[src/rtl/udc_pkg.sv]
// Shared types for the UDC configuration sequencer: FSM states, response
// status codes and counter register addresses.
package udc_pkg;

  typedef enum logic [3:0] {
    IDLE,
    WR_SETUP,
    WR_STROBE,
    WR_HOLD,
    RD_SETUP,
    RD_SAMPLE,
    START,
    ARM,
    RUN,
    RESP
  } state_e;

  typedef enum logic [1:0] {
    ST_OK     = 2'b00,
    ST_RANGE  = 2'b01,
    ST_VERIFY = 2'b10,
    ST_TMO    = 2'b11
  } status_e;

  // Register index doubles as the bus address {a1,a0}
  localparam logic [1:0] ADDR_PLR = 2'b00;
  localparam logic [1:0] ADDR_ULR = 2'b01;
  localparam logic [1:0] ADDR_LLR = 2'b10;
  localparam logic [1:0] ADDR_CCR = 2'b11;

endpackage

[src/rtl/udc_bus_cycle.sv]
// Bus strobe generator: decodes the sequencer phase into the 3-clock write
// and 2-clock read strobe pattern, and compares read-back data.
module udc_bus_cycle
  import udc_pkg::*;
(
  input  state_e     state,
  input  logic [1:0] addr,
  input  logic [7:0] wr_data,
  input  logic [7:0] rd_data,
  output logic       ncs,
  output logic       nrd,
  output logic       nwr,
  output logic       oe,
  output logic [1:0] bus_addr,
  output logic [7:0] bus_data,
  output logic       rd_match
);

  // Outputs depend only on the registered state, so an asynchronous reset of
  // the state releases the bus immediately.
  always_comb begin
    ncs      = 1'b1;
    nrd      = 1'b1;
    nwr      = 1'b1;
    oe       = 1'b0;
    bus_data = '0;
    unique case (state)
      WR_SETUP: begin
        ncs      = 1'b0;
        oe       = 1'b1;
        bus_data = wr_data;
      end
      WR_STROBE: begin
        ncs      = 1'b0;
        nwr      = 1'b0;
        oe       = 1'b1;
        bus_data = wr_data;
      end
      WR_HOLD: begin
        oe       = 1'b1;
        bus_data = wr_data;
      end
      RD_SETUP: begin
        ncs = 1'b0;
        nrd = 1'b0;
      end
      default: ;
    endcase
  end

  assign bus_addr = addr;
  assign rd_match = (rd_data == wr_data);

endmodule

[src/rtl/udc_cfg_sequencer.sv]
// Configuration sequencer for an up/down counter: writes PLR/ULR/LLR/CCR,
// optionally verifies them, starts the counter and reports the outcome.
module udc_cfg_sequencer
  import udc_pkg::*;
#(
  parameter int unsigned            TMO_W   = 16,
  parameter logic [TMO_W-1:0]       TMO_MAX = 16'hFFFF
) (
  input  logic       clock_i,
  input  logic       reset_ni,
  input  logic       cmd_valid_i,
  output logic       cmd_ready_o,
  input  logic [7:0] cmd_plr_i,
  input  logic [7:0] cmd_ulr_i,
  input  logic [7:0] cmd_llr_i,
  input  logic [7:0] cmd_ccr_i,
  input  logic       cmd_verify_i,
  input  logic       abort_i,
  output logic       rsp_valid_o,
  input  logic       rsp_ready_i,
  output logic [1:0] rsp_status_o,
  output logic [7:0] rsp_count_o,
  output logic       busy_o,
  output logic [7:0] udc_d_o,
  output logic       udc_d_oe_o,
  input  logic [7:0] udc_d_i,
  output logic       udc_ncs_o,
  output logic       udc_nrd_o,
  output logic       udc_nwr_o,
  output logic       udc_a0_o,
  output logic       udc_a1_o,
  output logic       udc_start_o,
  input  logic [7:0] udc_c_i,
  input  logic       udc_err_i,
  input  logic       udc_ec_i
);

  state_e           state, state_next;
  logic [1:0]       idx, idx_next;
  logic [3:0][7:0]  cfg;
  logic             verify_q;
  logic [TMO_W-1:0] tmo, tmo_inc;
  logic             ready_en;
  status_e          status_next;
  logic             rd_match;
  logic [1:0]       bus_addr;
  logic             cmd_take;

  udc_bus_cycle u_bus (
    .state    (state),
    .addr     (idx),
    .wr_data  (cfg[idx]),
    .rd_data  (udc_d_i),
    .ncs      (udc_ncs_o),
    .nrd      (udc_nrd_o),
    .nwr      (udc_nwr_o),
    .oe       (udc_d_oe_o),
    .bus_addr (bus_addr),
    .bus_data (udc_d_o),
    .rd_match (rd_match)
  );

  assign udc_a1_o    = bus_addr[1];
  assign udc_a0_o    = bus_addr[0];
  assign cmd_ready_o = (state == IDLE) && ready_en;
  assign cmd_take    = cmd_ready_o && cmd_valid_i;
  assign busy_o      = (state != IDLE);
  assign rsp_valid_o = (state == RESP);
  assign udc_start_o = (state == START);
  assign tmo_inc     = (tmo == '1) ? tmo : tmo + 1'b1;

  always_comb begin
    state_next  = state;
    idx_next    = idx;
    status_next = ST_OK;
    unique case (state)
      IDLE:      if (cmd_take) begin
                   state_next = WR_SETUP;
                   idx_next   = '0;
                 end
      WR_SETUP:  state_next = WR_STROBE;
      WR_STROBE: state_next = WR_HOLD;
      WR_HOLD: begin
        if (idx == ADDR_CCR) begin
          idx_next   = '0;
          state_next = verify_q ? RD_SETUP : START;
        end else begin
          idx_next   = idx + 1'b1;
          state_next = WR_SETUP;
        end
      end
      RD_SETUP:  state_next = RD_SAMPLE;
      RD_SAMPLE: begin
        if (!rd_match) begin
          state_next  = RESP;
          status_next = ST_VERIFY;
        end else if (idx == ADDR_CCR) begin
          state_next = START;
        end else begin
          idx_next   = idx + 1'b1;
          state_next = RD_SETUP;
        end
      end
      START:     state_next = ARM;
      ARM: begin
        if (udc_err_i) begin
          state_next  = RESP;
          status_next = ST_RANGE;
        end else begin
          state_next = RUN;
        end
      end
      RUN: begin
        // End-of-count takes priority over a coincident timeout
        if (udc_ec_i) begin
          state_next  = RESP;
          status_next = ST_OK;
        end else if (tmo_inc == TMO_MAX) begin
          state_next  = RESP;
          status_next = ST_TMO;
        end
      end
      RESP:      if (rsp_ready_i) state_next = IDLE;
      default:   state_next = IDLE;
    endcase
    if (abort_i && state != IDLE && state != RESP) begin
      state_next = IDLE;
    end
  end

  always_ff @(posedge clock_i or negedge reset_ni) begin
    if (!reset_ni) begin
      state <= IDLE;
    end else begin
      state <= state_next;
    end
  end

  always_ff @(posedge clock_i or negedge reset_ni) begin
    if (!reset_ni) begin
      idx          <= '0;
      cfg          <= '0;
      verify_q     <= 1'b0;
      tmo          <= '0;
      ready_en     <= 1'b0;
      rsp_status_o <= '0;
      rsp_count_o  <= '0;
    end else begin
      ready_en <= 1'b1;
      idx      <= idx_next;
      if (cmd_take) begin
        cfg      <= {cmd_ccr_i, cmd_llr_i, cmd_ulr_i, cmd_plr_i};
        verify_q <= cmd_verify_i;
      end
      if (state == ARM) begin
        tmo <= '0;
      end else if (state == RUN) begin
        tmo <= tmo_inc;
      end
      if (state_next == RESP && state != RESP) begin
        rsp_status_o <= status_next;
        rsp_count_o  <= udc_c_i;
      end
    end
  end

endmodule

[config.mk]
export PLATFORM = sky130hd
export DESIGN_NAME = udc_cfg_sequencer
export DESIGN_NICKNAME = d
export VERILOG_FILES = /design/src/rtl/udc_pkg.sv /design/src/rtl/udc_bus_cycle.sv /design/src/rtl/udc_cfg_sequencer.sv
export SDC_FILE = /design/constraint.sdc
export NUM_CORES = 1
export LEC_CHECK = 0
export ABC_AREA = 1
export BUFFER_PORTS_ARGS = -buffer_cell sky130_fd_sc_hd__buf_2
export CAP_MARGIN = 20
export CORE_MARGIN = 10
export CORE_UTILIZATION = 45
export CTS_CLUSTER_DIAMETER = 30
export DETAILED_ROUTE_END_ITERATION = 8
export HOLD_SLACK_MARGIN = 0.05
export PLACE_DENSITY = 0.75
export SYNTH_ARGS = -nofsm -noshare
export SYNTH_HDL_FRONTEND = slang
export SYNTH_SLANG_ARGS = --single-unit
export TNS_END_PERCENT = 5
[constraint.sdc]
create_clock -name clock_i -period 2.1 [get_ports clock_i]
set_input_delay 0.42 -clock clock_i [delete_from_list [all_inputs] [get_ports clock_i]]
set_output_delay 0.42 -clock clock_i [all_outputs]
set_load 0.02 [all_outputs]
# --- Yosys cells after proc, flatten, opt, wreduce, memory -nomap -nowiden ---
# Cells that the tools add are included.
op_classes:
  n_reduce_logical: 12
  muxes: 31
  n_lt_le_gt_ge: 1
  n_eq_ne: 18
  n_addsub: 2
ops:
  columns: ["op", "n"]
  rows:
  - ["$mux W16", 3]
  - ["$pmux W4 S10", 1]
  - ["$eq A16 B16 Y1 const B", 2]
  - ["$mux W4", 6]
  - ["$mux W2", 9]
  - ["$add A16 B1 Y16 const B", 1]
  - ["$bmux W8 S2", 1]
  - ["$eq A4 B3 Y1 const B", 4]
  - ["$mux W8", 2]
  - ["$eq A4 B4 Y1 const B", 3]
  - ["$pmux W2 S3", 2]
  - ["$eq A4 B2 Y1 const B", 2]
  - ["$eq A8 B8 Y1", 1]
  - ["$mux W1", 6]
  - ["$ne A2 B2 Y1 const B", 3]
  - ["$reduce_or A3 Y1", 2]
  - ["$logic_and A1 B1 Y1", 5]
  - ["$eq A4 B1 Y1 const B", 1]
  - ["$logic_not A4 Y1", 1]
  - ["$ne A4 B4 Y1 const B", 1]
  - ["$reduce_and A4 Y1", 1]
  - ["$reduce_bool A4 Y1", 1]
  - ["$lt A2 B3 Y1 const B", 1]
  - ["$mux W3", 1]
  - ["other kinds (4)", 4]
totals:
  input_bits: 56
  wordCells: 75
  regBits: 66
  output_inout_bits: 28

# --- Logic depth before layout (Yosys ltp) ---
# Gate-level depths: netlist of run 1.
logic_depth:
  ltp_word: 9
  depth_mapped: 18
  mapped_depth_nobuf: 17

# --- By module ---
# From an unflattened synthesis of run 1, not the netlist that was laid out.
hier_totals:
  cells_unflattened: 477
  area_unflattened_um2: 3806.2
modules_own_cells:
  columns: ["module", "cells_each", "seq_area_each_um2", "instances", "area_per_inst_um2"]
  rows:
  - ["udc_cfg_sequencer", 408, 1651.6, 1, 3510.9]
  - ["udc_bus_cycle", 69, 0.0, 1, 295.3]

# --- Least setup slack after synthesis of run 1 ---
# No wires, ideal clock.
synth_timing:
  path_type: "reg2reg"
  startpoint: "register state[2]"
  endpoint: "register cfg[0] in the netlist's numbering"
  synth_period_minus_slack_ps: 2112
  n_path_buf: 1
  setup_slack_ps: -12
  path_stages_with_launch: 9
  setup_time_ps: 125
  t_required_ps: 1975
  t_arrival_ps: 1987
  cell_sequence: "dfrtp_1 -> nor2_1 -> inv_1 -> nor2_1 -> inv_1 -> nor2_1 -> nand2_1 -> buf_2 -> mux2_2"
synth_between:
  elab_chain_len: 3
synth_lines:
  columns: ["item", "line", "rtl"]
  rows:
  - ["from (decl)", "udc_cfg_sequencer.sv:38", "state_e state, state_next;"]
  - ["from (signal assigned)", "udc_cfg_sequencer.sv:135", "state <= state_next;"]
  - ["$logic_not A4 Y1", "udc_cfg_sequencer.sv:65", "assign cmd_ready_o = (state == IDLE) && ready_en;"]
  - ["$logic_and A1 B1 Y1", "udc_cfg_sequencer.sv:65", null]
  - ["net cmd_ready_o", "udc_cfg_sequencer.sv:12", "output logic cmd_ready_o,"]
  - ["$logic_and A1 B1 Y1", "udc_cfg_sequencer.sv:66", "assign cmd_take = cmd_ready_o && cmd_valid_i;"]
  - ["to (signal assigned)", "udc_cfg_sequencer.sv:152", "cfg <= {cmd_ccr_i, cmd_llr_i, cmd_ulr_i, cmd_plr_i};"]
  - ["to (decl)", "udc_cfg_sequencer.sv:40", "logic [3:0][7:0] cfg;"]
# The timed path passes the listed nets, and every way through them passes these cells.
# A chain may end at the register's enable or synchronous reset.

# --- Worst setup path after layout of run 1 ---
layout_timing:
  startpoint: "register tmo[8]"
  endpoint: "register rsp_count_o[7]"
layout_between:
  elab_chain_len: 9
  word_cells_on_any_way: 10
  classes_between: "add/sub (1); eq/ne (3); mux (5); reduce/logical (1)"
layout_lines:
  columns: ["item", "line", "rtl"]
  rows:
  - ["from (decl)", "udc_cfg_sequencer.sv:42", "logic [TMO_W-1:0] tmo, tmo_inc;"]
  - ["from (signal assigned)", "udc_cfg_sequencer.sv:158", "tmo <= tmo_inc;"]
  - ["$add A16 B1 Y16 or $eq A16 B16 Y1 (tied branches)", "udc_cfg_sequencer.sv:70", "assign tmo_inc = (tmo == '1) ? tmo : tmo + 1'b1;"]
  - ["$mux W16 (*)", "udc_cfg_sequencer.sv:70", null]
  - ["$eq A16 B16 Y1 (*)", "udc_cfg_sequencer.sv:118", "end else if (tmo_inc == TMO_MAX) begin"]
  - ["$mux W4 (*)", "udc_cfg_sequencer.sv:118", null]
  - ["$mux W4 (*)", "udc_cfg_sequencer.sv:115", "if (udc_ec_i) begin"]
  - ["$pmux W4 S10 (*)", "udc_cfg_sequencer.sv:76", "unique case (state)"]
  - ["$mux W4 (*)", "udc_cfg_sequencer.sv:126", "if (abort_i && state != IDLE && state != RESP) begin"]
  - ["$eq A4 B4 Y1 (*)", "udc_cfg_sequencer.sv:160", "if (state_next == RESP && state != RESP) begin"]
  - ["$logic_and A1 B1 Y1 (*)", "udc_cfg_sequencer.sv:160", null]
  - ["to (signal assigned)", "udc_cfg_sequencer.sv:162", "rsp_count_o <= udc_c_i;"]
  - ["to (decl)", "udc_cfg_sequencer.sv:22", "output logic [7:0] rsp_count_o,"]
# Every way passes the cells marked *; elsewhere a longest branch is shown, timed or not.

==> impl_metrics.py, run 1 <==
metrics = {
    "placement": {
        "globalplace.congestion": 0.935,
        "port_buffers": 83,
        "dp_hpwl_microns": 7660,
        "placed_cells": 669,
    },
    "clock_network": {
        "cts-root-buf": "clkbuf_8",
        "path_clk_slew_ps": 80,
        "cts_buffers": 9,
        "ctsHoldBuffers": 0,
        "htree_levels": 3,
        "tritoncts": "built",
        "cts_sinks": 66,
        "insertion_delay_ps": 350,
        "cts_buffer_depth": 2,
    },
    "detailed_routing": {
        "drt-pass1-iter-count": 5,
        "drc": 0,
        "first_iter_violations": 155,
        "wl_per_cell_microns": 14.9,
        "wl_microns": 10300,
        "ant_nets": 0,
        "via_count": 3565,
        "viasPerCell": 5.15,
    },
    "die": {
        "start_util_pct": 45.9,
        "rows": 33,
        "dieArea_sq_um": 12400,
        "ios": 84,
        "coreArea_sq_um": 8180,
        "fp.dieW_microns": 111,
        "fp.dieH_microns": 111,
    },
    "sta": {
        "setup_viol": 11,
        "fin_ws_ps": -26.7,
        "min_period_ps": 2130,
        "grt_setup_unrepaired": "yes",
        "hold_viol": 0,
        "period_share_pct": 101,
        "finClkSkew_ps": 7.34,
        "totalNegativeSetupSlack_ps": -186,
        "max_freq_mhz": 470,
        "drv_slew": 0,
    },
    "grt": {
        "first_global_vias": 3595,
        "overflow": 0,
        "grt_pass1_wl_microns": 16800,
        "antenna_found_initial": 0,
        "grt_max_degree": 67,
        "grt_usage_pct": 16.1,
    },
    "critical_path": {
        "cp.required_ps": 2350,
        "worst_path_max_delay_cell": "dfrtp_1",
        "cp-end-kind": "register",
        "path_buf_inv": 0,
        "max_stage_delay_ps": 410,
        "worst_path_most_repeated_cell": "nand2_1",
        "critPathMaxFanout": 10,
        "arrival_ps": 2370,
        "crit_family": "simple AND/OR/NAND/NOR gates",
        "path_cells": "nand2_2 > nor2_2 > nand2_2 > nor2_4 > xor2_2 > nand3_1 > nor2_1 > nand2_1 > nand2_1 > nand2_1 > nand2_2 > nand2_4 > nand2_1 > nand2_1",
        "critPathLaunchType": "register",
        "crit_type": "register to register",
    },
    "power": {
        "peakVddDrop_uv": 793,
        "p_leak_nw": 2.43,
        "powerDensity_nw_per_um2": 1060,
    },
    "run_status": {
        "violations": "setup timing",
        "status": "finished with violations",
    },
    "synthesis": {
        "synth_area_sq_um": 3750,
        "synth_area_leaders": "dfrtp_1 44%, nand2_1 14%, mux2_2 9.9%",
        "synth_top_area_cell": "dfrtp_1",
        "synth_fp_nets": 529,
        "synth_top_area_share_pct": 44.0,
        "yosysSeqAreaShare_pct": 44.0,
        "ys_types": 36,
        "synthCells": 471,
        "yosysWarnings": 0,
        "syn_avg_cell_area_sq_um": 7.97,
        "ys_ff_latch": 66,
    },
    "hold_path": {
        "holdCritPathClass": "input port to async pin",
    },
    "cells_and_area": {
        "final_cell_mix": "142 x nand2_1, 83 x buf_2, 65 x dfrtp_1",
        "syn_to_final_growth_pct": 26.3,
        "stdcell_count": 692,
        "drive_gt1_share_pct": 34.2,
        "layout_commonest_cell": "nand2_1",
        "fill_cells": 782,
        "num_antenna_cells": 0,
        "layout.nets": 640,
    },
    "job": {
        "cap_viol_max_count": 0,
    },
}
[synth_stat cells]
| master | instances |
|---|---|
| a221oi_2 | 1 |
| nand2_1 | 144 |
| o211ai_1 | 1 |
| a21boi_0 | 1 |
| inv_1 | 46 |
| nor2_1 | 43 |
| nand4_1 | 1 |
| nor3_4 | 1 |
| buf_4 | 2 |
| ha_1 | 2 |
| or2_2 | 1 |
| a21oi_1 | 6 |
| o2111ai_1 | 1 |
| clkinv_1 | 1 |
| clkbuf_1 | 1 |
| buf_6 | 2 |
| nor3_2 | 1 |
| conb_1 | 1 |
| o21ai_1 | 3 |
| o22ai_1 | 8 |
| nor3b_1 | 1 |
| dfrtp_1 | 66 |
| xor2_1 | 6 |
| xor2_2 | 1 |
| nand3_2 | 1 |
| o21ai_0 | 16 |
| nand2_4 | 1 |
| nor2_4 | 2 |
| nand2_2 | 5 |
| inv_4 | 1 |
| nor2_2 | 6 |
| mux2_2 | 33 |
| buf_2 | 6 |
| nor2_8 | 1 |
| nand3_1 | 52 |
| inv_2 | 6 |
[cells by family after synthesis]
family / synth area share [%]
simple gates: 30.4
flops: 44.0
buf+inv: 7.37
mux: 9.90
compound gates: 5.70
other cells: 0.0999
fa+ha+maj: 0.667
xor+xnor: 1.83
[registers in the layout, summed over array words and instances, names as in the netlist]
| signal | cells |
|---|---|
| verify_q | 1 |
| ready_en | 1 |
| rsp_status_o | 2 |
| cfg | 32 |
| tmo | 16 |
| rsp_count_o | 8 |
| idx | 2 |
| state | 4 |
[timing repair]
| item | 4_1_cts | 5_1_grt |
|---|---|---|
| setup buffers | 1 | 5 |
| cloned | 1 | 0 |
| resized for setup | 9 | 14 |
| setup endpoints to repair | 18 | 24 |
| pin swaps | 5 | 6 |
[stage by stage]
stage	setup slack, ps	power [W]	hold slack (ps)	util, %	cell area, sq um
5_1_grt	-205	0.00539	101	58.0	4740
6_report	-26.7	0.00503	77.1	58.0	4740
3_3_place_gp	-5.56	0.00396	451	54.1	4430
4_1_cts	-31.5	0.00505	87.1	56.8	4650
2_1_floorplan	53.2	0.00332	124	-	3750
3_5_place_dp	-85.7	0.00403	456	54.1	4430
[report_power, final]
part / internal [W] / switching, W
sequential: 0.00163 / 0.000214
combinational: 0.000916 / 0.00127
clock: 0.000491 / 0.000507
total: 0.00304 / 0.00200
[cell type report]
| cell class | count | area [sq um] | share of cell area, % |
|---|---|---|---|
| Multi-Input combinational cell | 341 | 1910 | 40.3 |
| Sequential cell | 66 | 1650 | 34.9 |
| Timing Repair Buffer | 110 | 656 | 13.8 |
| Inverter | 54 | 210 | 4.43 |
| Clock buffer | 12 | 155 | 3.27 |
| Tap cell | 105 | 131 | 2.77 |
| Clock inverter | 4 | 26.3 | 0.554 |
[worst paths after layout]
path                                     start              to  depth (start not counted)  slack [ps]
worst min-delay path                  reset_ni          tmo[9]                          2          80
max in group asynchronous             reset_ni          idx[0]                          2        1730
min in group clock_i              cmd_llr_i[4]         cfg[20]                          2         300
worst max register to register          tmo[8]  rsp_count_o[7]                         14         -30
worst max-delay path                    tmo[8]  rsp_count_o[7]                         14         -30
worst min register to register  rsp_count_o[6]  rsp_count_o[6]                          2         470
[routing by layer]
metal | global-route usage [%] | part of all wire (%) | vias to the layer above
li1 | - | - | 1733
met1 | 19.3 | 42 | 1675
met2 | 26.4 | 48 | 133
met3 | 5.03 | 7.8 | 24
met4 | 6.00 | 2.2 | 0
met5 | 0 | 0 | -
Note: power is estimated with default switching activity, not from simulation.
==> run 2, diff against run 1 <==
ABC_AREA = unset   (was 1)
SYNTH_HIERARCHICAL = 1   (was unset)
==> run 2 against run 1 <==
Compared with the run above: largest power group unchanged; total power increased by 5.5%; first-iteration DRC count increased by 30%; clock-buffer cell count decreased by 2; clock skew increased by 2.9 ps; critical endpoint is now rsp_count_o[2]; sequential cell count unchanged; core utilization increased by 4.1 points; via count decreased by 0.25%; highest routed layer unchanged; register-to-register slack got worse by 800 ps; clock power increased by 32%; the run still ends with setup timing left; synthesized area decreased by 0.60%; global-route usage increased by 0.68 points.
==> impl_metrics.py, run 2 <==
metrics = {
    "run_status": {
        "status": "finished with violations",
        "violations": "setup timing",
    },
    "critical_path": {
        "max_stage_delay_ps": 630,
        "r2r.worst_path.cells": 10,
        "ff2ff_setup_slack_ps": -830,
        "crit_type": "register to register",
        "regToRegEndpoint": "rsp_count_o[2]",
        "cp-end-kind": "register",
        "critPathMaxFanout": 11,
        "cp.required_ps": 2340,
        "timing.rr.start": "idx[1]",
        "arrival_ps": 3170,
        "critPathLaunchType": "register",
        "path_cells": "mux4_2 > xnor2_1 > nand4_1 > nor2_2 > o22ai_2 > a32oi_1 > o211a_2 > o211ai_1 > and3_4 > mux2_4",
        "worst_path_max_delay_cell": "dfrtp_1",
    },
    "synthesis": {
        "synth_ff_type": "dfrtp_1",
        "synthCells": 413,
        "synth_area_sq_um": 3730,
        "synth_top_area_share_pct": 44.3,
        "ys_types": 57,
        "synth.most_common_cell": "nand2_1",
        "yosysSeqAreaShare_pct": 44.3,
        "yosys-top-cells-count": "119 x nand2_1, 66 x dfrtp_1, 24 x nor2_1, 18 x o21ai_0, 17 x clkbuf_1",
        "synth_area_leaders": "dfrtp_1 44%, nand2_1 12%, mux4_2 4.8%",
        "ys_ff_latch": 66,
        "syn_avg_cell_area_sq_um": 9.03,
        "async_reset_ff_share_pct": 100,
        "synth_edf_count": 0,
        "synth_top_area_cell": "dfrtp_1",
        "synth_fp_nets": 471,
        "yosysWarnings": 6,
    },
    "sta": {
        "finClkSkew_ps": 10.2,
        "hold_viol": 0,
        "setup_viol": 23,
        "worstMarginPinSlew_ps": 495,
        "totalNegativeSetupSlack_ps": -10510,
        "grt_setup_unrepaired": "yes",
        "period_share_pct": 139,
        "maxSlewHeadroom_pct": 66.7,
        "min_period_ps": 2930,
        "drv_slew": 0,
        "fin_ws_ps": -829,
        "max_freq_mhz": 341,
    },
    "grt": {
        "grt_max_degree": 67,
        "antenna_found_initial": 0,
        "busiest_layer": "met2",
        "use_met2_pct": 25.9,
        "overflow": 0,
        "use_met3_pct": 5.25,
        "first_global_vias": 3556,
        "grt_pass1_wl_microns": 17300,
        "met1_usage_pct": 21.5,
        "grt_usage_pct": 16.8,
    },
    "hold_path": {
        "holdCritPathClass": "input port to async pin",
    },
    "clock_network": {
        "tritoncts": "built",
        "cts_buffers": 9,
        "insertion_delay_ps": 350,
        "cts_sinks": 66,
        "cts-root-buf": "clkbuf_8",
        "path_clk_slew_ps": 80,
        "cts_buffer_depth": 2,
        "htree_levels": 3,
    },
    "power": {
        "p_leak_nw": 2.52,
        "power.total_w": 0.00531,
        "powerDensity_nw_per_um2": 1050,
        "peakVddDrop_uv": 573,
    },
    "die": {
        "rows": 33,
        "fp.dieH_microns": 111,
        "ios": 84,
        "fp.dieW_microns": 111,
        "start_util_pct": 45.9,
        "coreArea_sq_um": 8130,
        "dieArea_sq_um": 12300,
    },
    "cells_and_area": {
        "multi_input_area_sq_um": 2040,
        "final_core_util_pct": 62.1,
        "drive_gt1_share_pct": 38.0,
        "largest_reg_flops": 32,
        "seqCellArea_sq_um": 1650,
        "layout.nets": 608,
        "final_cell_mix": "118 x nand2_1, 82 x buf_2, 66 x dfrtp_1",
        "top_regs": "cfg: 32 flops, tmo: 16 flops, rsp_count_o: 8 flops",
        "fill_cells": 651,
        "num_antenna_cells": 0,
        "layout_commonest_cell": "nand2_1",
        "syn_to_final_growth_pct": 35.4,
        "regMostFlops": "cfg",
    },
    "job": {
        "cap_viol_max_count": 0,
    },
    "detailed_routing": {
        "first_iter_violations": 202,
        "ant_nets": 0,
        "drc": 0,
        "wl_per_cell_microns": 16.3,
        "viasPerCell": 5.39,
        "drt-pass1-iter-count": 4,
        "wl_microns": 10700,
        "via_count": 3556,
    },
    "placement": {
        "port_buffers": 83,
        "dp_hpwl_microns": 7860,
        "globalplace.congestion": 0.881,
    },
}
[run 2: cell families after synthesis]
| logic type | Yosys count | synth area share, % |
|---|---|---|
| and+or+nand+nor | 217 | 28.1 |
| DFF | 66 | 44.3 |
| AOI/OAI and AO/OA | 57 | 9.66 |
| buffers and inverters | 33 | 3.89 |
| muxes | 22 | 9.73 |
| xor gates and xnor gates | 15 | 3.52 |
| adders and majority gates | 2 | 0.671 |
| other | 1 | 0.101 |
[run 2: worst max-delay path: cells and delay by family (launching register included)]
kind            cells  cell delay, ps
compound gates      4             710
mux                 2             700
flops               1             630
simple gates        3             580
xor+xnor            1             180
[run 2: report_power, final]
group          internal, W  leakage (nW)  switching [W]  total, W
sequential         0.00163         0.866       0.000235   0.00187
combinational     0.000958          1.55        0.00116   0.00212
clock             0.000793         0.113       0.000529   0.00132
[run 2: per-layer routing]
metal / vias to the layer above / wire length (microns)
li1: 1706 / -
met1: 1704 / 4570
met4: 0 / 175
met5: - / 0
met2: 132 / 5140
met3: 14 / 843
[run 2: area by class of cell]
| cell class | instances | area share (%) |
|---|---|---|
| clock inverters | 6 | 2.25 |
| repair buffers | 151 | 19.1 |
| clock buffers | 10 | 2.53 |
| inverters | 7 | 0.520 |
| well taps | 105 | 2.60 |
| flip-flops and latches | 66 | 32.7 |
| multi-input cells | 315 | 40.3 |
[run 2: how the worst max path moves through the flow]
stage | startpoint | end | slack, ps | depth (start not counted)
6_report | idx[1] | rsp_count_o[2] | -830 | 10
5_1_grt | idx[0] | rsp_count_o[2] | -990 | 12
4_1_cts | idx[0] | rsp_count_o[2] | -790 | 11
3_5_place_dp | idx[0] | rsp_count_o[1] | -860 | 11
3_3_place_gp | idx[0] | rsp_count_o[1] | -700 | 11
2_1_floorplan | idx[0] | rsp_count_o[0] | -740 | 12
[run 2: timing repair]
| action | in CTS | in global routing |
|---|---|---|
| pin swaps | 1 | 11 |
| gates cloned | 0 | 1 |
| hold buffers | 0 | 0 |
| setup endpoints to repair | 25 | 36 |
| resized for setup | 4 | 23 |
| buffers inserted | 0 | 3 |
[run 2: metrics by stage]
step | std cells | hold slack [ps] | cell area, sq um | setup WS, ps
final | 660 | 58.8 | 5050 | -829
after global routing | 660 | 91.2 | 5050 | -988
after CTS | 656 | 82.2 | 4910 | -787
after detailed placement | 640 | 462 | 4660 | -857
after global placement | 640 | 458 | 4660 | -700
after floorplan | 413 | 124 | 3740 | -743
